## config.mk

```make
export PLATFORM = sky130hd
export DESIGN_NAME = rate_sequencer
export DESIGN_NICKNAME = d
export VERILOG_FILES = /design/src/rtl/rate_sequencer.sv
export SDC_FILE = /design/constraint.sdc
export NUM_CORES = 1
export LEC_CHECK = 0
export BUFFER_PORTS_ARGS = -buffer_cell sky130_fd_sc_hd__buf_2
export CELL_PAD_IN_SITES_DETAIL_PLACEMENT = 0
export CELL_PAD_IN_SITES_GLOBAL_PLACEMENT = 1
export CORE_ASPECT_RATIO = 0.6
export CORE_MARGIN = 10
export CORE_UTILIZATION = 44
export CTS_CLUSTER_SIZE = 10
export DETAILED_ROUTE_END_ITERATION = 6
export PLACE_DENSITY_LB_ADDON = 0.12
export REMOVE_ABC_BUFFERS = 1
export SYNTH_ARGS = -nofsm -noshare
export SYNTH_HDL_FRONTEND = slang
export SYNTH_SLANG_ARGS = --single-unit
```

## constraint.sdc

```tcl
create_clock -name clock -period 5.28 [get_ports clock]
set_clock_uncertainty 0.2 [all_clocks]
set_input_delay 0 -clock clock [delete_from_list [all_inputs] [get_ports clock]]
set_output_delay 0 -clock clock [all_outputs]
set_load 0.02 [all_outputs]
```

## src/rtl/rate_sequencer.sv

```systemverilog
`default_nettype none
// ============================================================================
// Module  : rate_sequencer
// Purpose : 48 kHz / decimated enables plus filter start/done handshake.
// Revision: 1.0  initial release
// ============================================================================
module rate_sequencer #(
  parameter int CLK_DIV = 2083,
  parameter int DIV_W   = 12
) (
  input  logic       clock,
  input  logic       reset,
  input  logic [3:0] cfg_nfreq,
  input  logic       cfg_load,
  output logic [3:0] nfreq_active,
  output logic [3:0] phase,
  output logic       en48k,
  output logic       endecim,
  output logic       filt_start,
  input  logic       filt_done,
  output logic       busy,
  output logic       overrun,
  input  logic       overrun_clr,
  output logic [7:0] drop_cnt
);

  localparam logic [DIV_W-1:0] C_DIV_LAST = DIV_W'(CLK_DIV - 1);

  typedef enum logic [1:0] {
    ST_IDLE  = 2'd0,
    ST_START = 2'd1,
    ST_WAIT  = 2'd2
  } state_t;

  logic [DIV_W-1:0] r_div_cnt;
  logic             r_en48k;
  logic             r_endecim;
  logic [3:0]       r_nfreq_active;
  logic [3:0]       r_phase;
  logic             r_pending;
  logic [3:0]       r_pending_val;
  logic             r_overrun;
  logic [7:0]       r_drop_cnt;
  state_t           r_state;
  state_t           w_state_nxt;

  logic             w_tick;
  logic             w_boundary;
  logic [3:0]       w_cfg_val;
  logic             w_filt_start;
  logic             w_busy;
  logic             w_drop;

  assign w_tick     = (r_div_cnt == C_DIV_LAST);
  assign w_boundary = w_tick && (r_phase == 4'd0);
  assign w_cfg_val  = (cfg_nfreq == 4'd0) ? 4'd1 : cfg_nfreq;

  always_ff @(posedge clock) begin
    if (reset) begin
      r_div_cnt <= '0;
      r_en48k   <= 1'b0;
    end else begin
      r_div_cnt <= w_tick ? '0 : r_div_cnt + DIV_W'(1);
      r_en48k   <= w_tick;
    end
  end

  // A cfg_load coinciding with the boundary stays pending for the next frame.
  always_ff @(posedge clock) begin
    if (reset) begin
      r_endecim      <= 1'b0;
      r_nfreq_active <= 4'd1;
      r_phase        <= 4'd0;
      r_pending      <= 1'b0;
      r_pending_val  <= 4'd1;
    end else begin
      r_endecim <= w_boundary;
      if (w_boundary) begin
        if (r_pending) begin
          r_nfreq_active <= r_pending_val;
          r_phase        <= r_pending_val - 4'd1;
        end else begin
          r_phase        <= r_nfreq_active - 4'd1;
        end
      end else if (w_tick) begin
        r_phase <= r_phase - 4'd1;
      end
      if (cfg_load) begin
        r_pending_val <= w_cfg_val;
        r_pending     <= 1'b1;
      end else if (w_boundary && r_pending) begin
        r_pending     <= 1'b0;
      end
    end
  end

  always_ff @(posedge clock) begin
    if (reset) begin
      r_state <= ST_IDLE;
    end else begin
      r_state <= w_state_nxt;
    end
  end

  always_comb begin
    w_state_nxt  = r_state;
    w_filt_start = 1'b0;
    w_busy       = 1'b0;
    w_drop       = 1'b0;
    case (r_state)
      ST_IDLE: begin
        if (r_en48k) w_state_nxt = ST_START;
      end
      ST_START: begin
        w_filt_start = 1'b1;
        w_busy       = 1'b1;
        w_drop       = r_en48k;
        w_state_nxt  = ST_WAIT;
      end
      ST_WAIT: begin
        w_busy = 1'b1;
        w_drop = r_en48k;
        if (filt_done) w_state_nxt = ST_IDLE;
      end
      default: w_state_nxt = ST_IDLE;
    endcase
  end

  // A drop on the clearing cycle wins: the counter restarts at one.
  always_ff @(posedge clock) begin
    if (reset) begin
      r_overrun  <= 1'b0;
      r_drop_cnt <= 8'd0;
    end else if (w_drop) begin
      r_overrun <= 1'b1;
      if (overrun_clr)               r_drop_cnt <= 8'd1;
      else if (r_drop_cnt != 8'hFF)  r_drop_cnt <= r_drop_cnt + 8'd1;
    end else if (overrun_clr) begin
      r_overrun  <= 1'b0;
      r_drop_cnt <= 8'd0;
    end
  end

  assign nfreq_active = r_nfreq_active;
  assign phase        = r_phase;
  assign en48k        = r_en48k;
  assign endecim      = r_endecim;
  assign filt_start   = w_filt_start;
  assign busy         = w_busy;
  assign overrun      = r_overrun;
  assign drop_cnt     = r_drop_cnt;

endmodule
`default_nettype wire

```

== Yosys cells after proc, flatten, opt, wreduce, memory -nomap -nowiden ==
Cells that the tools add are included.
Cells by class
  $add $sub $neg: 5
  eq/ne operators: 6
  muxes and demuxes: 18
  reduce and logical (&&, ||, !) cells: 14
Operators by type and width (number)
  two-way mux 8 bit: 4
  two-way mux 4 bit: 4
  adder 12 x 1 -> 12 bit (second input constant): 1
  equality test 12 bit (second input constant): 1
  subtractor 4 x 1 -> 4 bit (second input constant): 3
  adder 8 x 1 -> 8 bit (second input constant): 1
  logical NOT 4 bit: 2
  inequality test 8 bit (second input constant): 1
  nonzero test 2 bit: 4
  two-way mux 1 bit: 7
  case mux 2 bit (3 select lines): 1
  AND reduction 2 bit: 3
  two-way mux 2 bit: 2
  inequality test 2 bit (second input constant): 2
  OR reduction 2 bit: 2
  equality test 2 x 1 -> 1 bit (second input constant): 1
  equality test 2 bit (second input constant): 1
  logical AND 1 bit: 2
  logical NOT 2 bit: 1
Storage, ports and cells
  flip-flop bits (word level): 38
  input bits: 9
  logic and storage cells: 53

== Logic depth before layout (Yosys ltp) ==
Gate-level depths: netlist of the first run.
  depth after elaboration: 5
  gate-level depth with buffers: 10
  depth with buffers taken out: 10

== Worst setup path before layout of the first run ==
No wires, ideal clock.
  path type: register to register
  start point: register r_phase[0] (netlist: phase[0])
  end point: register r_phase[2] (netlist: phase[2])
  data arrival time: 2.029 ns
  required time: 4.961 ns
  path slack: 2.932 ns
  cell stages (with the launch flop): 10
  path buffers: 1
  period minus slack after synthesis: 2.348 ns
  cell sequence: dfxtp_1 or4_1 buf_2 and4b_2 a21oi_1 ha_1 nor2b_1 o21ai_0 o31ai_1 o2bb2ai_1
On the way
  cells in the longest elaborated chain, start to end: 3
  elaborated cells between the ends (all ways): 6
RTL lines
  start: declaration: line 39  | logic [3:0] r_phase;
  start signal: assignment: line 81  | r_phase <= r_pending_val - 4'd1;
  start signal: assignment: line 83  | r_phase <= r_nfreq_active - 4'd1;
  start signal: assignment: line 86  | r_phase <= r_phase - 4'd1;
  subtractor 4 x 1 -> 4 bit or logical NOT 4 bit (tied branches): line 86, 55
  two-way mux 4 bit or logical AND 1 bit (tied branches): line 85, 55
  two-way mux 4 bit or nonzero test 2 bit (tied branches)
Parallel ways exist; a longest one is shown, timed or not. The select of a mux whose other input is x is not followed.
A chain may end at the register's enable or synchronous reset.

== Worst setup path in the final report of the first run ==
  start point: register r_phase[0] (netlist: phase[0])
  end point: register r_pending
On the way
  cells in the longest elaborated chain, start to end: 4
RTL lines
  logical NOT 4 bit: line 55  | assign w_boundary = w_tick && (r_phase == 4'd0);
  logical AND 1 bit: line 55
  logical AND 1 bit: line 91  | end else if (w_boundary && r_pending) begin
  nonzero test 2 bit (no source line)
  end signal: assignment: line 74  | r_pending <= 1'b0;
  end signal: assignment: line 90  | r_pending <= 1'b1;
  end signal: assignment: line 92  | r_pending <= 1'b0;
  end: declaration: line 40  | logic r_pending;
No other way between the ends.

==> run summary, run 1 <==
The overall power after layout is 0.515 mW. Type of element launching the critical path: a register. The flow ran to the end, and the final reports show no timing, DRC or antenna violations. For the worst-skew pair, the clock arrives at the later sink with an insertion delay of 0.29 ns. A synthesized cell averages 8.81 µm².

Final max-slew violation count: 0. The reported leakage power is 0.876 nW. With fillers left out, the area of the finished cells amounts to 2170 µm². The run gives 3.03 mm as the total half-perimeter wirelength after legalization and detailed placement. The number of enable flip-flop cells after synthesis was 0; the wire length of the first global-routing pass was 6.99 mm. Combinational cells account for 6.4% of the total power.

The run gives 5.56% as the met3 global-route usage. The worst setup path is captured at a register. The tools report the clock sink count as 38.

At the end of the flow the core is filled with cells to 57.3%. The logs give 325 for the filler cell count and 0.400 mW for the internal power consumption. The hold violation count in the final report is 0. The routed via count divided by cell count is 5.43. The run gives 1 as the number of antenna violations at the first check in global routing. Setup repair after global routing left no endpoint under its margin.

The cell count after synthesis came out at 203. The post-route netlist has 16.3% of its cells at a drive strength greater than 1. The final route contains 1596 vias. In this run, synthesis produced a sequential element count of 38. In this run, flip-flops and latches consume 57.6% of the power. For this run, global-route usage on met2 was measured as 16.7%. In this run the core area contains 17 standard-cell rows. The number of hold buffers added after CTS was 15.

The startpoint identified for the worst hold timing path is overrun. After layout, the worst path uses 47.8% of the clock period. After the last flow step, the layout net total stands at 262.

The logs give 2 for the buffer levels on the longest clock path and 0 ns for the setup TNS. The congestion estimate from routability-driven global placement came to 0.865. Startpoint of the worst register-to-register path: phase[0]. At the pin with the least slew margin, the transition time is 0.470 ns. In the post-synthesis netlist, the biggest area contributors are sky130_fd_sc_hd__dfxtp_1 43%, sky130_fd_sc_hd__nor2_1 6.5%, sky130_fd_sc_hd__ha_1 4.9%.

TritonCTS built the clock tree. The proportion of netlist area held by the largest area contributor is 42.5%. The via count of the first global-routing pass was 1435. The detailed router finished its first iteration with 124 violations. Of all nets on the critical path, the largest fanout is 7.

The worst pin sits at a relative slew slack of 68.6%. In this run the number of H-tree levels came out at 2. The maximum frequency from static timing analysis was 396 MHz; the overall routing resource usage was 12.2%.

Sorting the synthesized cells by how often they occur yields 38 x sky130_fd_sc_hd__dfxtp_1, 31 x sky130_fd_sc_hd__nor2_1, 14 x sky130_fd_sc_hd__a21oi_1. The die covers 7100 µm². The tools report the count of endpoints failing setup in the final report as 0. Dominant cell by count in the synthesized netlist: sky130_fd_sc_hd__dfxtp_1. Subtracting the final worst setup slack from the clock period gives 2.53 ns.

In this run the standard cell core region covers 3790 µm². Excluding fillers, the count of instances in the completed layout stands at 294. On the critical path the largest part of the delay comes from simple AND/OR/NAND/NOR gates. The count of buffers added on input and output ports is 29.

The most used flip-flop cell after synthesis is sky130_fd_sc_hd__dfxtp_1. Across the VDD grid, the largest voltage drop is 166 µV. The starting density of the core was 47.3%. In the routed design, unresolved DRC markers number 0. Path type of the worst setup path: reg -> reg.

After synthesis, the netlist uses 43 different library cells. In the global route stage, met1 resource usage came out at 16.1%. The run gives 1790 µm² as the combined area of all synthesized cells.

The tree is rooted in a sky130_fd_sc_hd__clkbuf_8. Relative to the synthesized area, the layout overhead comes to 21.2%. Power spread over the standard cell area amounts to 238 nW/µm². The critical path startpoint is phase[0]. The critical path's slowest cell is sky130_fd_sc_hd__or4_1. Post-CTS timing repair inserted 0 buffers for setup.

Buffers inserted during clock tree synthesis total 5. The post-detailed-route count of antenna-violating nets was 0; the die span in x was 102 µm. Dominant cell type by area after synthesis: sky130_fd_sc_hd__dfxtp_1.

The clock network fraction of total power came out at 36.0%. Biggest cell delay along the critical path: 0.64 ns. The run gives 5 as the number of iterations in the first detailed-routing pass.

The area after detailed placement is 1940 µm², and the I/O pin count is 30. Summed over all layers, the global routing overflow is 0. At the worst endpoint, the required time is 5.26 ns.

At the worst endpoint, the arrival time is 2.51 ns. The share of the Yosys chip area taken by registers is 42.5%. The routing layer with the top usage in global route was met2. Post-CTS repair changed the size of 0 cells. The post-CTS clock slew at the launch and capture registers of the worst setup and hold paths is 0.07 ns. The count of buffering cells on the critical path with inverters included was 1; the routed wire length was 4.25 mm. The chip height works out to 69.4 µm.

The tightest min-delay check is of the reg -> reg type. For the largest net degree at the start of global routing, the log shows 25. The cell count after placement is 271, and the switching fraction of total power is 22.4%. Max-cap violation count: 0. The routed wirelength normalized by instance count came out at 14.5 µm. The number of warning messages in the yosys log was 0; the async set or reset register ratio after synthesis was 0%. Summed over all nets, the switching power comes to 0.115 mW. The signal on the critical path passes through or4_1 > nand4b_1 > a21oi_1 > nor2_1 > dlygate4sd3_1.
==> registers in the layout, summed over array words and instances, names as in the netlist <==
name,flops
drop_cnt,8
en48k,1
endecim,1
nfreq_active,4
overrun,1
phase,4
r_div_cnt,12
r_pending,1
r_pending_val,4
r_state,2
==> area by class of cell <==
class                      count  area [µm²]  share of cell area, %
tap                           47        58.8                   2.71
inverter                       6        22.5                   1.04
timing repair buffer          44         295                   13.6
antenna                        1        2.50                  0.115
sequential                    38         761                   35.1
multi-input combinational    151         952                   43.9
clock buffer                   7        76.3                   3.52
==> path summary, 6_finish.rpt <==
| path | cells after the start | endpoint | slack (ns) |
|---|---|---|---|
| worst min-delay path | 2 | overrun | 0.27 |
| worst max-delay path | 5 | r_pending | 2.75 |
| worst max register to register | 5 | r_pending | 2.75 |
| worst min register to register | 2 | overrun | 0.27 |
==> worst min-delay path, cell delays in order, from the launching register on <==
cell	delay, ns
sky130_fd_sc_hd__dfxtp_1	0.31
sky130_fd_sc_hd__nand2b_1	0.06
sky130_fd_sc_hd__a21oi_1	0.06
==> routing by layer <==
layer	vias to the layer above	part of all wire [%]
li1	806	-
met1	702	45
met2	78	41
met3	10	12
met4	0	1.7
met5	-	0
==> power by group through the flow <==
stage | registers (mW) | clock network [mW] | logic [mW]
global route | 0.297 | 0.202 | 0.0362
global placement | 0.303 | 0 | 0.0208
detailed placement | 0.303 | 0 | 0.0215
floorplan | 0.302 | 0 | 0.0122
finish | 0.297 | 0.186 | 0.0328
CTS | 0.296 | 0.191 | 0.0313
==> through the flow <==
step	worst slack (ns)	hold slack [ns]
after floorplan	2.94	-0.131
after global placement	2.96	0.0567
after detailed placement	2.88	0.0703
after CTS	2.79	0.277
after global routing	2.59	0.301
final	2.75	0.272
==> logic make-up (layout without fill, tap and decap cells) <==
| group | after synthesis | in the layout | synth area share (%) |
|---|---|---|---|
| and+or+nand+nor | 87 | 87 | 25.8 |
| DFF | 38 | 38 | 42.5 |
| AOI/OAI and AO/OA | 36 | 36 | 11.5 |
| buffers and inverters | 14 | 57 | 4.27 |
| xor gates and xnor gates | 12 | 12 | 5.87 |
| muxes | 9 | 9 | 5.11 |
| adders and majority gates | 7 | 7 | 4.89 |
| other | 0 | 1 | 0 |
==> cell usage in the layout (no fill, tap or decap), types with 2 or more instances in the layout <==
master,n
sky130_fd_sc_hd__dfxtp_1,38
sky130_fd_sc_hd__a211oi_1,2
sky130_fd_sc_hd__clkbuf_1,2
sky130_fd_sc_hd__o21ai_0,12
sky130_fd_sc_hd__nor2_1,31
sky130_fd_sc_hd__nor2b_1,3
sky130_fd_sc_hd__nand2_1,7
sky130_fd_sc_hd__or2_2,2
sky130_fd_sc_hd__a21oi_1,14
sky130_fd_sc_hd__nand3_1,11
sky130_fd_sc_hd__nand4_1,5
sky130_fd_sc_hd__and3_1,3
sky130_fd_sc_hd__inv_1,6
sky130_fd_sc_hd__nor3b_1,2
sky130_fd_sc_hd__o211ai_1,2
sky130_fd_sc_hd__dlygate4sd3_1,15
sky130_fd_sc_hd__ha_1,7
sky130_fd_sc_hd__nand3b_1,2
sky130_fd_sc_hd__mux2i_1,8
sky130_fd_sc_hd__xnor2_1,5
sky130_fd_sc_hd__buf_2,29
sky130_fd_sc_hd__or3_1,5
sky130_fd_sc_hd__clkbuf_8,5
sky130_fd_sc_hd__nor3_1,5
sky130_fd_sc_hd__xor2_1,7
Note: power is estimated with default switching activity, not from simulation.
==> run 2, diff against run 1 <==
- CORE_UTILIZATION: 44 -> 37
- clock period: 5.28 -> 2.3 ns (I/O delays scaled with it)
==> run 2 against run 1 <==
Against the previous run:
- setup slack lost 2.6 ns
- die area grew 14%
- clock power grew 130%
- non-clock buffer count grew 9
- sequential share of layout area shrank 1.3 points
- core utilization shrank 8.3 points
==> run summary, run 2 (synthesized netlist as in run 1, its figures left out) <==
The flow ran to the end, and the final reports show no timing, DRC or antenna violations. Count of buffering cells on the critical path with inverters included: 1 (unchanged). The final cycle utilization of the critical path is 93.3% (was 47.8%), and the cell area power density is 521 nW/µm² (was 238 nW/µm²). The die span in x works out to 110 µm (was 102 µm). For the hold violation count in the final report, the log shows 0 (unchanged). The biggest cell delay along the critical path came out at 0.53 ns (was 0.64 ns). The clock insertion delay at the later pin of the skew report is 0.28 ns (was 0.29 ns), and the number of iterations in the first detailed-routing pass is 4 (was 5). The final instance area is 2260 µm² (was 2170 µm²). The type of element launching the critical path is a register (unchanged). The via count of the first global-routing pass was 1542 (was 1435); the setup slack of the worst register-to-register path was 0.15 ns (was 2.75 ns). The routing layer with the top usage in global route was met2 (unchanged).

Total half-perimeter wirelength after legalization and detailed placement: 3.26 mm (was 3.03 mm). The worst path required time came out at 2.26 ns (was 5.26 ns). The tools report the worst supply voltage drop on vdd as 238 µV (was 166 µV). Most frequent cells in the layout: 37 x sky130_fd_sc_hd__dfxtp_1, 30 x sky130_fd_sc_hd__nor2_1, 29 x sky130_fd_sc_hd__buf_2 (was 38 x sky130_fd_sc_hd__dfxtp_1, 31 x sky130_fd_sc_hd__nor2_1, 29 x sky130_fd_sc_hd__buf_2).

The worst slew slack as a fraction of its limit came out at 70.8% (was 68.6%). The total number of placement rows is 19 (was 17). The logs give 38.8% (was 47.3%) for the starting density of the core and 0 (was 1) for the number of antenna violations at the first check in global routing. The routed wirelength normalized by instance count came out at 14.0 µm (was 14.5 µm). The cell count after placement was 297 (was 271).

The tools report the initial detailed-routing violation count as 82 (was 124). For the global route total overflow, the log shows 0 (unchanged). For the total die area, the log shows 8110 µm² (was 7100 µm²). Setup repair after global routing left no endpoint under its margin. The worst hold path class was reg -> reg (unchanged). The count of input and output buffers works out to 29 (unchanged). The sort of element at the end of the critical path was a register (unchanged).

Critical path's slowest cell: sky130_fd_sc_hd__or4_1 (unchanged). The logs give 2.10 ns (was 2.51 ns) for the data arrival time of the critical path and 0 (unchanged) for the final max-slew violation count. The highest net fanout along the worst path was 6 (was 7); the routed wire length was 4.45 mm (was 4.25 mm). The clock network fraction of total power was 35.7% (was 36.0%); the area after detailed placement was 2030 µm² (was 1940 µm²).

The logs give 25 (unchanged) for the largest net degree at the start of global routing and 0.799 (was 0.865) for the final weighted congestion in routability-driven placement. The logs give 0.154 ns (was 2.75 ns) for the post-layout worst setup margin and 449 (was 325) for the filler cell count. For the worst hold slack across all endpoints, the log shows 0.241 ns (was 0.272 ns). The gate family responsible for the most delay along the worst path is simple AND/OR/NAND/NOR gates (unchanged). Post-detailed-route count of antenna-violating nets: 0 (unchanged).

The buffer levels on the longest clock path is 2 (unchanged). The logs give 0.919 mW (was 0.400 mW) for the internal power consumption and 2 (unchanged) for the deepest level of the CTS H-tree. The logs give 0 (unchanged) for the max-cap violation count and 0 (unchanged) for the count of endpoints failing setup in the final report. Path type of the worst setup path: reg -> reg (unchanged).

The final net count was 271 (was 262); the clock sink count was 38 (unchanged). The cell count along the critical path works out to 9 (was 5). The number of cells on the worst hold path is 1 (was 2), and the post-CTS clock slew at the launch and capture registers of the worst setup and hold paths is 0.07 ns (about the same). The via count of the routed design came out at 1580 (was 1596). The register with the most flip-flops was r_div_cnt (unchanged). TritonCTS built the clock tree. The slew at the pin with the worst max-slew slack is 0.434 ns (was 0.470 ns).

The logic depth of the worst register-to-register path came out at 9 (was 5). Cells along the critical path: or4_1 > buf_4 > nor2_2 > a21oi_1 > ha_2 > nor2b_1 > o21ai_0 > o31ai_1 > o2bb2ai_1 (was or4_1 > nand4b_1 > a21oi_1 > nor2_1 > dlygate4sd3_1). The chip height was 73.9 µm (was 69.4 µm); the net switching power of the design was 0.257 mW (was 0.115 mW). The flip-flop count of the largest register, all copies and words added is 12 (unchanged). The library cell used as clock root buffer was sky130_fd_sc_hd__clkbuf_8 (unchanged). The leading cell type in the layout, fill and taps excluded is sky130_fd_sc_hd__dfxtp_1 (unchanged). The logs give 0 (was 1) for the antenna cell count and 15.4% (was 16.1%) for the met1 track demand over resource.

The part of the power in registers is 57.7% (was 57.6%), and the routed via count divided by cell count is 4.97 (was 5.43). The run gives 11.2% (was 12.2%) as the overall routing resource usage. The logs give 0 ns (unchanged) for the setup TNS and 5 (unchanged) for the number of clock buffers inserted by TritonCTS.

The I/O pin count was 30 (unchanged); the post-route non-filler standard cell count was 318 (was 294). The wire length of the first global-routing pass is 7.32 mm (was 6.99 mm), and the met3 global-route usage is 3.67% (was 5.56%). For the post-route DRC violation count, the log shows 0 (unchanged). The reported leakage power is 0.924 nW (was 0.876 nW), and the switching fraction of total power is 21.9% (was 22.4%). The shortest period the worst path allows is 2.15 ns (was 2.53 ns), and the setup slack at placement is 0.0995 ns (was 2.88 ns). The fraction of layout instances using a drive strength above 1 was 20.8% (was 16.3%); the combinational share of power was 6.6% (was 6.4%). The maximum frequency from static timing analysis is 466 MHz (was 396 MHz). The global routing met2 resource utilization came out at 16.3% (was 16.7%). Placeable core region: 4610 µm² (was 3790 µm²). The area growth from synthesis to final layout was 26.2% (was 21.2%).
run 2: cell types whose count changed in the layout (fill, tap and decap cells not counted), sizes merged:
cell / before / now
diode: 1 / 0
buf: 29 / 39
dlygate4sd3: 15 / 14
run 2: final timing paths:
path / startpoint / end
setup reg to reg: phase[0] / phase[2]
setup / recovery: phase[0] / phase[2]
hold reg to reg: r_div_cnt[0] / r_div_cnt[0]
hold / removal: r_div_cnt[0] / r_div_cnt[0]
run 2: per-layer routing:
metal  wire [µm]  share of wire (%)
met1        2270                 51
met2        1850                 42
met3         289                6.5
met4          34               0.76
met5           0                  0
run 2: what timing repair did:
| item | in CTS | in global routing |
|---|---|---|
| hold buffers | 14 | 0 |
| hold endpoints to repair | 23 | 0 |
| setup endpoints to repair | 0 | 1 |
| setup buffers | 0 | 0 |
| gates resized for setup | 0 | 3 |
run 2: final cells by class:
class | instances | area [µm²] | area share [%]
repair buffers | 53 | 360 | 16.0
inverters | 6 | 22.5 | 0.998
clock buffers | 7 | 76.3 | 3.38
flip-flops and latches | 38 | 762 | 33.8
well taps | 63 | 78.8 | 3.49
multi-input cells | 151 | 957 | 42.4
run 2: power groups by stage:
| stage | Sequential, mW | Clock (mW) | Combinational [mW] |
|---|---|---|---|
| after detailed placement | 0.693 | 0 | 0.0563 |
| final | 0.679 | 0.420 | 0.0781 |
| after CTS | 0.678 | 0.436 | 0.0771 |
| after global placement | 0.693 | 0 | 0.0546 |
| after global routing | 0.679 | 0.465 | 0.0862 |
| after floorplan | 0.693 | 0 | 0.0281 |
run 2: stage by stage:
stage	util, %	power, mW
2_1_floorplan	-	0.721
3_3_place_gp	44.1	0.747
3_5_place_dp	44.1	0.750
4_1_cts	48.8	1.19
5_1_grt	48.9	1.23
6_report	48.9	1.18
